`config.mk`:
```
export PLATFORM = sky130hd
export DESIGN_NAME = in_service_control_8259
export DESIGN_NICKNAME = d
export VERILOG_FILES = /design/src/rtl/pic_8259_pkg.sv /design/src/rtl/isr_priority_find_8259.sv /design/src/rtl/in_service_control_8259.sv
export SDC_FILE = /design/constraint.sdc
export NUM_CORES = 1
export LEC_CHECK = 0
export CAP_MARGIN = 10
export CORE_MARGIN = 5
export CORE_UTILIZATION = 40
export DETAILED_ROUTE_END_ITERATION = 10
export DONT_BUFFER_PORTS = 1
export SLEW_MARGIN = 20
export SYNTH_ARGS = -nofsm -noshare
export SYNTH_HDL_FRONTEND = slang
export SYNTH_HIERARCHICAL = 1
export SYNTH_SLANG_ARGS = --single-unit
```
`constraint.sdc`:
```
create_clock -name clk -period 8.6 [get_ports clk]
set_input_delay 1.72 -clock clk [delete_from_list [all_inputs] [get_ports clk]]
set_output_delay 1.72 -clock clk [all_outputs]
set_load 0.005 [all_outputs]
```
`src/rtl/pic_8259_pkg.sv`:
```
// Shared types, OCW2 command codes and level/one-hot helpers for the 8259 in-service logic.
package pic_8259_pkg;

    typedef enum logic [1:0] {
        ST_IDLE = 2'd0,
        ST_ACK1 = 2'd1,
        ST_ACK2 = 2'd2
    } ack_state_e;

    // OCW2 R/SL/EOI field encodings
    localparam logic [2:0] OCW2_CLR_RAEOI  = 3'b000;
    localparam logic [2:0] OCW2_NS_EOI     = 3'b001;
    localparam logic [2:0] OCW2_NOP        = 3'b010;
    localparam logic [2:0] OCW2_SP_EOI     = 3'b011;
    localparam logic [2:0] OCW2_SET_RAEOI  = 3'b100;
    localparam logic [2:0] OCW2_ROT_NS_EOI = 3'b101;
    localparam logic [2:0] OCW2_SET_PRIO   = 3'b110;
    localparam logic [2:0] OCW2_ROT_SP_EOI = 3'b111;

    function automatic logic [7:0] level2onehot(input logic [2:0] lvl);
        return 8'b1 << lvl;
    endfunction

    // Lowest set bit wins if more than one is set.
    function automatic logic [2:0] onehot2level(input logic [7:0] oh);
        logic [2:0] lvl;
        lvl = '0;
        for (int i = 7; i >= 0; i--) begin
            if (oh[i]) lvl = 3'(i);
        end
        return lvl;
    endfunction

endpackage

```
`src/rtl/isr_priority_find_8259.sv`:
```
// Finds the highest-priority in-service level, starting just above the lowest-priority level.
module isr_priority_find_8259 import pic_8259_pkg::*; (
    input  logic [7:0] isr,
    input  logic [2:0] priority_rotate,
    output logic [7:0] highest
);

    logic [2:0] lvl;
    logic       found;

    always_comb begin
        highest = '0;
        found   = 1'b0;
        lvl     = '0;
        for (int i = 1; i <= 8; i++) begin
            lvl = priority_rotate + 3'(i);
            if (!found && isr[lvl]) begin
                highest = level2onehot(lvl);
                found   = 1'b1;
            end
        end
    end

endmodule

```
`src/rtl/in_service_control_8259.sv`:
```
// 8259 in-service register, INTA acknowledge sequencer, EOI/rotation handling and vector drive.
module in_service_control_8259 import pic_8259_pkg::*; (
    input  logic       clk,
    input  logic       reset_n,
    input  logic [7:0] interrupt,
    input  logic       inta_n,
    input  logic       eoi_valid,
    input  logic [2:0] eoi_cmd,
    input  logic [2:0] eoi_level,
    input  logic       auto_eoi,
    input  logic [4:0] vector_base,
    output logic       int_out,
    output logic [7:0] in_service_register,
    output logic [7:0] highest_level_in_service,
    output logic [2:0] priority_rotate,
    output logic [7:0] clear_request,
    output logic [7:0] data_out,
    output logic       data_out_en
);

    ack_state_e state_q, state_d;
    logic [7:0] isr_q, isr_d;
    logic [2:0] rot_q, rot_d;
    logic       raeoi_q, raeoi_d;
    logic [2:0] ack_level_q, ack_level_d;
    logic [7:0] clr_req_q, clr_req_d;
    logic [7:0] data_out_q, data_out_d;
    logic       data_out_en_q, data_out_en_d;
    logic       inta_q;

    logic       inta_fall, inta_rise;
    logic [7:0] set_mask, clr_mask;
    logic [7:0] hlis;

    isr_priority_find_8259 u_find (
        .isr             (isr_q),
        .priority_rotate (rot_q),
        .highest         (hlis)
    );

    assign inta_fall = inta_q & ~inta_n;
    assign inta_rise = ~inta_q & inta_n;

    always_comb begin
        state_d     = state_q;
        ack_level_d = ack_level_q;
        rot_d       = rot_q;
        raeoi_d     = raeoi_q;
        set_mask    = '0;
        clr_mask    = '0;
        clr_req_d   = '0;

        case (state_q)
            ST_IDLE: if (inta_fall) begin
                state_d = ST_ACK1;
                if (|interrupt) begin
                    ack_level_d = onehot2level(interrupt);
                    set_mask    = level2onehot(ack_level_d);
                    clr_req_d   = set_mask;
                end else begin
                    ack_level_d = 3'd7;
                end
            end
            ST_ACK1: if (inta_fall) state_d = ST_ACK2;
            ST_ACK2: if (inta_rise) begin
                state_d = ST_IDLE;
                if (auto_eoi) begin
                    clr_mask = level2onehot(ack_level_q);
                    if (raeoi_q) rot_d = ack_level_q;
                end
            end
            default: state_d = ST_IDLE;
        endcase

        // An explicit OCW2 rotation overrides an AEOI rotation in the same cycle.
        if (eoi_valid) begin
            case (eoi_cmd)
                OCW2_NS_EOI:     clr_mask = clr_mask | hlis;
                OCW2_SP_EOI:     clr_mask = clr_mask | level2onehot(eoi_level);
                OCW2_ROT_NS_EOI: if (|hlis) begin
                    clr_mask = clr_mask | hlis;
                    rot_d    = onehot2level(hlis);
                end
                OCW2_ROT_SP_EOI: begin
                    clr_mask = clr_mask | level2onehot(eoi_level);
                    rot_d    = eoi_level;
                end
                OCW2_SET_PRIO:   rot_d   = eoi_level;
                OCW2_SET_RAEOI:  raeoi_d = 1'b1;
                OCW2_CLR_RAEOI:  raeoi_d = 1'b0;
                default: ;
            endcase
        end

        // Set after clear so an acknowledge beats a same-cycle EOI on its own bit.
        isr_d         = (isr_q & ~clr_mask) | set_mask;
        data_out_en_d = (state_d == ST_ACK2) && !inta_n;
        data_out_d    = data_out_en_d ? {vector_base, ack_level_d} : 8'h00;
    end

    always_ff @(posedge clk) begin
        if (!reset_n) begin
            state_q       <= ST_IDLE;
            isr_q         <= '0;
            rot_q         <= 3'b111;
            raeoi_q       <= 1'b0;
            ack_level_q   <= '0;
            clr_req_q     <= '0;
            data_out_q    <= '0;
            data_out_en_q <= 1'b0;
            inta_q        <= 1'b1;
        end else begin
            state_q       <= state_d;
            isr_q         <= isr_d;
            rot_q         <= rot_d;
            raeoi_q       <= raeoi_d;
            ack_level_q   <= ack_level_d;
            clr_req_q     <= clr_req_d;
            data_out_q    <= data_out_d;
            data_out_en_q <= data_out_en_d;
            inta_q        <= inta_n;
        end
    end

    assign int_out                  = (state_q == ST_IDLE) && (|interrupt);
    assign in_service_register      = isr_q;
    assign highest_level_in_service = hlis;
    assign priority_rotate          = rot_q;
    assign clear_request            = clr_req_q;
    assign data_out                 = data_out_q;
    assign data_out_en              = data_out_en_q;

endmodule

```
# Word level (Yosys, flattened, before mapping)
# Index checks and enable logic that the tools add are counted.
[totals]
mem_bits_rw = 0
latch_bits = 0
reg_bits = 35
romBits = 0
output_inout_bits = 37
inputBits = 24
elab_cells = 153
n_memories = 0
[op_classes]
n_shift = 11
magnitude_cmp = 8
n_div = 0
eq_ne = 9
n_mul = 0
n_reduce_logical = 26
bitwise_logic = 9
n_mux = 74
n_addsub = 7
[op_table]
columns = ["cell", "n"]
rows = [
  ["$mux 8", 16],
  ["$shl 1x3->8 const A", 11],
  ["$mux 3", 28],
  ["$lt 3x4->1 const B", 8],
  ["$bmux 1 s3", 8],
  ["$or 8x8->8", 3],
  ["$pmux 8 s3", 1],
  ["$reduce_or 8->1", 2],
  ["$mux 1", 15],
  ["$add 3x3->3 const B", 4],
  ["$eq 3x3->1 const B", 4],
  ["$logic_and 1x1->1", 9],
  ["$and 8x8->8", 1],
  ["$logic_not 1->1", 8],
  ["$not 8->8", 1],
  ["$add 3x2->3 const B", 2],
  ["$mux 2", 3],
  ["$pmux 2 s3", 1],
  ["$pmux 3 s2", 1],
  ["$eq 2x2->1 const B", 2],
  ["$reduce_and 2->1", 2],
  ["$reduce_or 2->1", 2],
  ["$add 3x1->3 const B", 1],
  ["$eq 3x1->1 const B", 1],
  ["8 further kinds", 10],
]

# Logic depth before layout (Yosys ltp)
# Gate-level depths: netlist of the first run.
[logic_depth]
ltp_word = 36
ltp_mapped = 16
depth_no_buf = 13

# Cells and area by module
# Netlist of the first run, hierarchy kept.
[modules_own_cells]
columns = ["mod", "n_inst", "cells_each", "area_each_um2", "seq_area_each_um2"]
rows = [
  ["in_service_control_8259", 1, 187, 1680.4, 700.7],
  ["isr_priority_find_8259", 1, 175, 1452.6, 0.0],
]

# Least setup slack after synthesis of the first run
# Ideal clock, no wire load.
[synth_timing]
path_type = "register -> output"
from = "register rot_q[0] (netlist: priority_rotate[0])"
to = "output highest_level_in_service[0]"
required_ns = 6.880
stages_incl_launch_ff = 12
n_path_buf = 2
path_slack_ns = 3.643
arrival_ns = 3.237
cell_sequence = "dfxtp_1 > buf_2 > inv_2 > ha_1 > buf_6 > mux2_2 > a22oi_4 > nand4_4 > nor4b_4 > a21boi_1 > a221oi_1 > or4_1"
[synth_between]
elab_chain_len = 25
elab_cells_between_ends = 60
classes_between = "add/sub (7); shift (8); mux (31); reduce/logical (14)"
[synth_lines]
columns = ["item", "line_no", "text"]
rows = [
  ["start, declared", "in_service_control_8259.sv:23", "logic [2:0] rot_q, rot_d;"],
  ["start signal, assigned", "in_service_control_8259.sv:115", "rot_q <= rot_d;"],
  ["$add 3x1->3", "isr_priority_find_8259.sv:16", "lvl = priority_rotate + 3'(i);"],
  ["$bmux 1 s3", "isr_priority_find_8259.sv:17", "if (!found && isr[lvl]) begin"],
  ["$mux 1 (not written as such)", "isr_priority_find_8259.sv:17", ""],
  ["$mux 1", "isr_priority_find_8259.sv:17", ""],
  ["$logic_not 1->1", "isr_priority_find_8259.sv:17", ""],
  ["$logic_and 1x1->1", "isr_priority_find_8259.sv:17", ""],
  ["$mux 1", "isr_priority_find_8259.sv:17", ""],
  ["$logic_not 1->1", "isr_priority_find_8259.sv:17", ""],
  ["(+9 left out)", "-", ""],
  ["$logic_and 1x1->1", "isr_priority_find_8259.sv:17", ""],
  ["$mux 1", "isr_priority_find_8259.sv:17", ""],
  ["$logic_not 1->1", "isr_priority_find_8259.sv:17", ""],
  ["$logic_and 1x1->1", "isr_priority_find_8259.sv:17", ""],
  ["$mux 1", "isr_priority_find_8259.sv:17", ""],
  ["$logic_not 1->1", "isr_priority_find_8259.sv:17", ""],
  ["$logic_and 1x1->1", "isr_priority_find_8259.sv:17", ""],
  ["$mux 8 *", "isr_priority_find_8259.sv:17", ""],
  ["end, declared", "in_service_control_8259.sv:14", "output logic [7:0] highest_level_in_service,"],
]
# Mark *: on every way between the ends. The rest lies on a longest branch, timed or not. The select of a mux whose other input is x is not followed.

# Final worst setup path of the first run
# Same ends and word-level chain as after synthesis.

==> results of run 1 <==
per-stage QoR:
| stage | power [mW] | util, % | worst slack (ns) |
|---|---|---|---|
| finish | 0.523 | 42.6 | 2.46 |
| global route | 0.551 | 42.6 | 2.15 |
| global placement | 0.377 | 41.1 | 2.91 |
| floorplan | 0.344 | - | 3.64 |
| CTS | 0.524 | 42.6 | 2.51 |
| detailed placement | 0.376 | 41.1 | 2.86 |
power groups by stage:
stage / clock [mW] / combinational, mW / sequential, mW
finish: 0.147 / 0.188 / 0.188
global route: 0.157 / 0.204 / 0.189
CTS: 0.150 / 0.185 / 0.188
detailed placement: 0 / 0.184 / 0.192
global placement: 0 / 0.186 / 0.191
floorplan: 0 / 0.164 / 0.180
synth_stat cells (all sizes together), types with 4 or more instances:
| library cell | n |
|---|---|
| nand3b | 4 |
| nor3 | 11 |
| a221o | 4 |
| nand2 | 31 |
| buf | 9 |
| ha | 10 |
| a32oi | 4 |
| nand4b | 5 |
| mux2i | 12 |
| nand4 | 4 |
| nand3 | 15 |
| o22ai | 7 |
| dfxtp | 35 |
| nor2b | 9 |
| inv | 10 |
| and2 | 11 |
| nor4 | 10 |
| nor4b | 8 |
| a22o | 4 |
| clkbuf | 10 |
| mux2 | 6 |
| o21ai | 9 |
| a21oi | 18 |
| a211oi | 4 |
| nand2b | 11 |
| and3 | 7 |
| nor2 | 26 |
| mux4 | 8 |
| a31oi | 6 |
state kept, by name (all words and copies together) (netlist names), 2 cells and up:
| name | flops |
|---|---|
| ack_level_q | 3 |
| in_service_register | 8 |
| clear_request | 8 |
| priority_rotate | 3 |
| state_q | 2 |
| data_out | 8 |
kinds of logic (layout without fill, tap and decap cells):
group,after synthesis,count (layout),synth area share (%)
simple gates,162,162,31.5
xor+xnor,5,5,1.64
flops,35,35,22.4
mux,26,26,12.9
buf+inv,29,18,4.39
compound gates,95,95,23.3
fa+ha+maj,10,10,3.99
critical path: stages, from the launching register on:
cell                       delay (ns)
sky130_fd_sc_hd__dfxtp_1         0.83
sky130_fd_sc_hd__inv_2           0.29
sky130_fd_sc_hd__ha_1            0.35
sky130_fd_sc_hd__xor2_1          0.66
sky130_fd_sc_hd__mux2i_1         0.21
sky130_fd_sc_hd__o221a_2         0.42
sky130_fd_sc_hd__nor4b_1         0.58
sky130_fd_sc_hd__a311oi_1        0.11
sky130_fd_sc_hd__a221oi_1        0.35
sky130_fd_sc_hd__or4_1           0.32
cell type report:
cell class | count | area, sq um | area share, %
multi-input combinational | 298 | 2290 | 70.1
sequential | 35 | 701 | 21.4
tap | 102 | 128 | 3.90
clock buffer | 5 | 68.8 | 2.10
clock inverter | 3 | 43.8 | 1.34
inverter | 10 | 37.5 | 1.15
metal layers:
layer,vias up,wire (um)
li1,1382,-
met1,1390,3800
met2,110,4690
met3,18,515
met4,0,151
met5,-,0
cell usage in the layout (no fill, tap or decap), types with 5 or more instances in the layout:
cell type	n
sky130_fd_sc_hd__a31oi_1	6
sky130_fd_sc_hd__o22ai_1	7
sky130_fd_sc_hd__nor2_1	26
sky130_fd_sc_hd__nor4b_1	6
sky130_fd_sc_hd__ha_1	10
sky130_fd_sc_hd__mux2_2	5
sky130_fd_sc_hd__nand2_1	31
sky130_fd_sc_hd__clkbuf_8	5
sky130_fd_sc_hd__o21ai_0	9
sky130_fd_sc_hd__a21oi_1	18
sky130_fd_sc_hd__mux2i_1	11
sky130_fd_sc_hd__nand3_1	14
sky130_fd_sc_hd__dfxtp_1	35
sky130_fd_sc_hd__nor4_1	9
sky130_fd_sc_hd__nor2b_1	9
sky130_fd_sc_hd__and2_1	10
sky130_fd_sc_hd__and3_1	7
sky130_fd_sc_hd__inv_1	9
sky130_fd_sc_hd__mux4_1	5
sky130_fd_sc_hd__nor3_1	10
sky130_fd_sc_hd__nand2b_1	10
worst max-delay path by stage:
stage,depth (start not counted),slack (ns),endpoint
global placement,9,2.91,highest_level_in_service[0]
finish,9,2.46,highest_level_in_service[0]
CTS,9,2.51,highest_level_in_service[0]
floorplan,11,3.64,highest_level_in_service[0]
detailed placement,9,2.86,highest_level_in_service[0]
global route,9,2.15,highest_level_in_service[0]
==> impl_metrics.sql, run 1 <==
INSERT INTO impl_metrics (metric_group, metric, value, unit) VALUES
('drt', 'drcViolationCount', '0', ''),
('final_layout', 'fin_cells', '453', ''),
('drt', 'routed_via_density', '6.40', ''),
('hold_path', 'hold-path-cell-count', '2', ''),
('drt', 'detail_route.wl_per_cell', '20.2', 'um'),
('clock_network', 'ctsLongestPathBuffers', '2', ''),
('drt', 'drt_pass1_iterations', '5', ''),
('floorplanning', 'initial_core_util', '40.8', '%'),
('synth', 'postSynthRegisterBits', '35', ''),
('outcome', 'outcome', 'complete, no violations', ''),
('placement', 'port_buffers', '0', ''),
('floorplanning', 'die_area', '0.00970', 'sq mm'),
('final_layout', 'layout.nets', '384', ''),
('power_and_ir_drop', 'cell_internal_pwr', '330', 'uW'),
('job', 'timing.max_cap.violations', '0', ''),
('clock_network', 'cts_tree', 'done', ''),
('floorplanning', 'die_width', '98.5', 'um'),
('grt', 'grt_first_pass_wirelength', '14400', 'um'),
('synth', 'mean_syn_cell_area', '8.65', 'sq um'),
('sta', 'finalHoldWorstSlack', '0.552', 'ns'),
('power_and_ir_drop', 'power.share.switching', '36.9', '%'),
('power_and_ir_drop', 'irDropWorstVdd', '157', 'uV'),
('sta', 'period_minus_slack', '6.14', 'ns'),
('clock_network', 'post_cts_hold_buffer_count', '0', ''),
('sta', 'report.final.hold_viol_count', '0', ''),
('clock_network', 'h-tree-depth', '2', ''),
('power_and_ir_drop', 'p_sw', '193', 'uW'),
('floorplanning', 'chipHeight', '98.5', 'um'),
('grt', 'pin_count_of_the_biggest_net_entering_global_routing', '21', ''),
('clock_network', 'clkTransAtPathRegs', '0.08', 'ns'),
('sta', 'clock_skew', '0.00875', 'ns'),
('setup_path', 'worst-endpoint-arrival', '4.42', 'ns'),
('sta', 'max_slew.worst_pin.slew', '0.838', 'ns'),
('final_layout', 'antennaDiodeCount', '0', ''),
('sta', 'setup_viol', '0', ''),
('power_and_ir_drop', 'pwr_density_cell', '160', 'mW/mm^2'),
('synth', 'synth.yosys.warnings', '6', ''),
('sta', 'final_min_period_over_clock_period', '71.4', '%'),
('final_layout', 'num-fill-cells', '766', ''),
('setup_path', 'path_max_fanout', '18', ''),
('power_and_ir_drop', 'seqPwrFrac', '35.9', '%'),
('synth', 'synth_edf_count', '0', ''),
('setup_path', 'r2r_start', 'priority_rotate[1]', ''),
('drt', 'drt_first_iter_violations', '185', ''),
('floorplanning', 'row_count', '32', ''),
('final_layout', 'final_design_area_no_fill', '0.00327', 'sq mm'),
('placement', 'placed_cell_area', '0.00316', 'sq mm'),
('sta', 'report.final.slew_viol_count', '0', ''),
('power_and_ir_drop', 'total_leakage_power', '1.33', 'nW'),
('clock_network', 'clock-root-buffer', 'sky130_fd_sc_hd__clkbuf_8', ''),
('final_layout', 'post_route_cells_drive_above_1_share', '10.8', '%'),
('floorplanning', 'floorplan.core_area', '0.00769', 'sq mm'),
('hold_path', 'worstHoldEndpoint', 'state_q[1]', ''),
('synth', 'ys_seq_area_share', '22.4', '%'),
('setup_path', 'critical_path.startpoint_type', 'register', ''),
('grt', 'globalRouteMet3Util', '3.54', '%'),
('setup_path', 'worstSetupStartpoint', 'priority_rotate[0]', ''),
('power_and_ir_drop', 'power_frac_clock', '28.1', '%'),
('setup_path', 'reg_to_reg_endpoint', 'priority_rotate[0]', ''),
('clock_network', 'clk-insertion-delay-late', '0.29', 'ns'),
('synth', 'synth_ff_type', 'sky130_fd_sc_hd__dfxtp_1', ''),
('grt', 'first_global_vias', '2685', ''),
('grt', 'groute.usage.overall', '18.1', '%'),
('power_and_ir_drop', 'power.combinational.fraction', '36.0', '%'),
('setup_path', 'worst_reg2reg_setup_slack', '3.25', 'ns'),
('clock_network', 'post-cts-setup-buffers', '0', ''),
('setup_path', 'type_of_the_worst_setup_path', 'reg -> out', ''),
('placement', 'dpl.cell_count', '445', ''),
('hold_path', 'timing.hold.worst.start', 'inta_q', ''),
('clock_network', 'cts_made_buffers', '5', ''),
('sta', 'fin_setup_tns', '0', 'ns');
Note: power is estimated with default switching activity, not from simulation.
==> inputs of run 2 (changes only) <==
==> constraint.sdc (replaced) <==
create_clock -name clk -period 5.7 [get_ports clk]
set_input_delay 1.14 -clock clk [delete_from_list [all_inputs] [get_ports clk]]
set_output_delay 1.14 -clock clk [all_outputs]
set_load 0.005 [all_outputs]
==> run 2 against run 1 <==
Effect of this change:
- clock skew up 0.0022 ns
- wire length up 1.8%
- critical path depth up 1
- combinational power up 62%
- flip-flop and latch count unchanged
- sequential share of layout area down 0.32 points
- largest cell class unchanged
- core utilization up 0.65 points
- global-route usage up 0.39 points
- count of clock-buffer cells in the layout up 1
- register-to-register slack worse by 2.4 ns
- clock power up 56%
==> impl_metrics.sql, run 2 (same netlist as run 1, synthesis figures left out) <==
INSERT INTO impl_metrics (metric_group, metric, value, unit) VALUES
('clock_network', 'h-tree-depth', '2', ''),
('floorplanning', 'die_area', '0.00970', 'sq mm'),
('sta', 'period_minus_slack', '5.10', 'ns'),
('clock_network', 'ctsLongestPathBuffers', '2', ''),
('setup_path', 'worst-endpoint-arrival', '3.96', 'ns'),
('sta', 'setup_viol', '0', ''),
('floorplanning', 'chipHeight', '98.5', 'um'),
('placement', 'gp_congestion', '0.982', ''),
('outcome', 'outcome', 'complete, no violations', ''),
('sta', 'fin_setup_tns', '0', 'ns'),
('sta', 'report.final.slew_viol_count', '0', ''),
('drt', 'routed_via_density', '6.50', ''),
('power_and_ir_drop', 'p_sw', '290', 'uW'),
('setup_path', 'timing.critical_path.to_type', 'output pin', ''),
('grt', 'groute.usage.overall', '18.5', '%'),
('sta', 'fmax', '196', 'MHz'),
('floorplanning', 'floorplan.core_area', '0.00769', 'sq mm'),
('sta', 'unrepaired_setup_endpoints_after_global_routing', 'no', ''),
('floorplanning', 'die_width', '98.5', 'um'),
('power_and_ir_drop', 'total_leakage_power', '1.36', 'nW'),
('sta', 'worst_slew_margin_rel', '51.7', '%'),
('floorplanning', 'row_count', '32', ''),
('sta', 'setup_slack', '0.597', 'ns'),
('floorplanning', 'num_ports', '61', ''),
('clock_network', 'cts_tree', 'done', ''),
('clock_network', 'clk-insertion-delay-late', '0.29', 'ns'),
('setup_path', 'critPathRequiredTime', '4.56', 'ns'),
('hold_path', 'path_category_of_the_worst_min_delay_check', 'reg -> reg', ''),
('setup_path', 'path_max_fanout', '13', ''),
('power_and_ir_drop', 'irDropWorstVdd', '220', 'uV'),
('setup_path', 'critical_path.startpoint_type', 'register', ''),
('clock_network', 'post-cts-setup-buffers', '0', ''),
('power_and_ir_drop', 'power.combinational.fraction', '37.9', '%'),
('clock_network', 'clock-root-buffer', 'sky130_fd_sc_hd__clkbuf_8', ''),
('clock_network', 'cts_made_buffers', '5', ''),
('floorplanning', 'initial_core_util', '40.8', '%'),
('drt', 'drt_first_iter_violations', '252', ''),
('final_layout', 'fin_cells', '459', ''),
('final_layout', 'antennaDiodeCount', '0', ''),
('final_layout', 'finalCoreUtilization', '43.2', '%'),
('final_layout', 'commonest_cells_after_routing_fill_and_taps_aside', 'sky130_fd_sc_hd__dfxtp_1, sky130_fd_sc_hd__nand2_1, sky130_fd_sc_hd__nor2_1', ''),
('sta', 'max_slew.worst_pin.slew', '0.718', 'ns'),
('power_and_ir_drop', 'pwr_density_cell', '242', 'mW/mm^2'),
('drt', 'routed_wirelength', '9320', 'um'),
('grt', 'number_of_antenna_violations_at_the_first_check_in_global_routing', '0', ''),
('power_and_ir_drop', 'seqPwrFrac', '33.6', '%'),
('placement', 'dpl.cell_count', '451', ''),
('drt', 'drtAntennaViolNets', '0', ''),
('clock_network', 'count_of_cells_resized_by_post_cts_repair', '0', ''),
('grt', 'first_global_vias', '2913', ''),
('setup_path', 'type_of_the_worst_setup_path', 'reg -> out', ''),
('clock_network', 'clkTransAtPathRegs', '0.08', 'ns'),
('grt', 'gr-total-overflow', '0', ''),
('drt', 'detail_route.wl_per_cell', '20.3', 'um'),
('sta', 'final_min_period_over_clock_period', '89.5', '%'),
('power_and_ir_drop', 'power_frac_clock', '28.5', '%'),
('placement', 'post-dp-hpwl', '7030', 'um'),
('final_layout', 'layout.nets', '390', ''),
('placement', 'port_buffers', '0', ''),
('clock_network', 'clk_sink_count', '35', ''),
('sta', 'finalHoldWorstSlack', '0.552', 'ns'),
('drt', 'drt_pass1_iterations', '5', ''),
('sta', 'report.final.hold_viol_count', '0', ''),
('power_and_ir_drop', 'power.share.switching', '36.0', '%'),
('sta', 'clock_skew', '0.0109', 'ns'),
('drt', 'num_vias', '2982', ''),
('drt', 'drcViolationCount', '0', ''),
('grt', 'pin_count_of_the_biggest_net_entering_global_routing', '21', ''),
('final_layout', 'post_route_cells_drive_above_1_share', '12.3', '%'),
('final_layout', 'syn_to_final_growth', '6.07', '%'),
('final_layout', 'final_common_cell', 'sky130_fd_sc_hd__dfxtp_1', ''),
('grt', 'grt_first_pass_wirelength', '14800', 'um'),
('clock_network', 'post_cts_hold_buffer_count', '0', ''),
('job', 'timing.max_cap.violations', '0', ''),
('power_and_ir_drop', 'cell_internal_pwr', '515', 'uW'),
('placement', 'post-place-ws', '0.914', 'ns');
==> run 2: cell count changes in the layout (fill, tap and decap cells not counted) <==
cell,change
sky130_fd_sc_hd__clkinv_4,-1
sky130_fd_sc_hd__buf_4,+6
sky130_fd_sc_hd__clkbuf_8,+1
==> run 2: worst paths after layout <==
kind	start	end	slack, ns	cells past startpoint
worst max-delay path	priority_rotate[0]	highest_level_in_service[0]	0.60	10
worst min-delay path	inta_q	state_q[1]	0.55	2
worst max register to register	priority_rotate[1]	priority_rotate[0]	0.89	13
worst min register to register	inta_q	state_q[1]	0.55	2
==> run 2: power groups by stage <==
| stage | Sequential (mW) | Clock, mW | Combinational (mW) |
|---|---|---|---|
| 5_1_grt | 0.273 | 0.248 | 0.326 |
| 2_1_floorplan | 0.271 | 0 | 0.248 |
| 3_3_place_gp | 0.277 | 0 | 0.296 |
| 4_1_cts | 0.271 | 0.237 | 0.299 |
| 3_5_place_dp | 0.277 | 0 | 0.298 |
| 6_report | 0.270 | 0.229 | 0.305 |
==> run 2: per-stage QoR <==
stage / total power [mW] / instance area [sq um]
2_1_floorplan: 0.519 / 3130
3_3_place_gp: 0.572 / 3210
3_5_place_dp: 0.574 / 3210
4_1_cts: 0.807 / 3320
5_1_grt: 0.848 / 3320
6_report: 0.805 / 3320
==> run 2: cell type report <==
| type | count | area, sq um |
|---|---|---|
| clock inverters | 2 | 35.0 |
| multi-input cells | 298 | 2290 |
| clock buffers | 6 | 82.6 |
| inverters | 10 | 37.5 |
| repair buffers | 6 | 45.0 |
| fillers | 781 | 4360 |
| flip-flops and latches | 35 | 701 |
| well taps | 102 | 128 |
==> run 2: metal layers <==
| layer | wire length (um) | share of wire, % | up-vias | track usage, % |
|---|---|---|---|---|
| li1 | - | - | 1385 | - |
| met1 | 3710 | 40 | 1462 | 21.4 |
| met2 | 4930 | 53 | 116 | 34.2 |
| met3 | 518 | 5.6 | 19 | 3.18 |
| met4 | 166 | 1.8 | 0 | 5.88 |
| met5 | 0 | 0 | - | 0 |
==> run 2: worst max-delay path: stages (launching register included) <==
cell and delay, ns:
sky130_fd_sc_hd__dfxtp_1 0.46, sky130_fd_sc_hd__buf_4 0.26, sky130_fd_sc_hd__inv_2 0.05, sky130_fd_sc_hd__ha_1 0.55
sky130_fd_sc_hd__mux2_2 0.43, sky130_fd_sc_hd__a22oi_4 0.30, sky130_fd_sc_hd__nand4_4 0.25, sky130_fd_sc_hd__nor4b_1 0.58
sky130_fd_sc_hd__a311oi_1 0.11, sky130_fd_sc_hd__a221oi_1 0.35, sky130_fd_sc_hd__or4_1 0.32
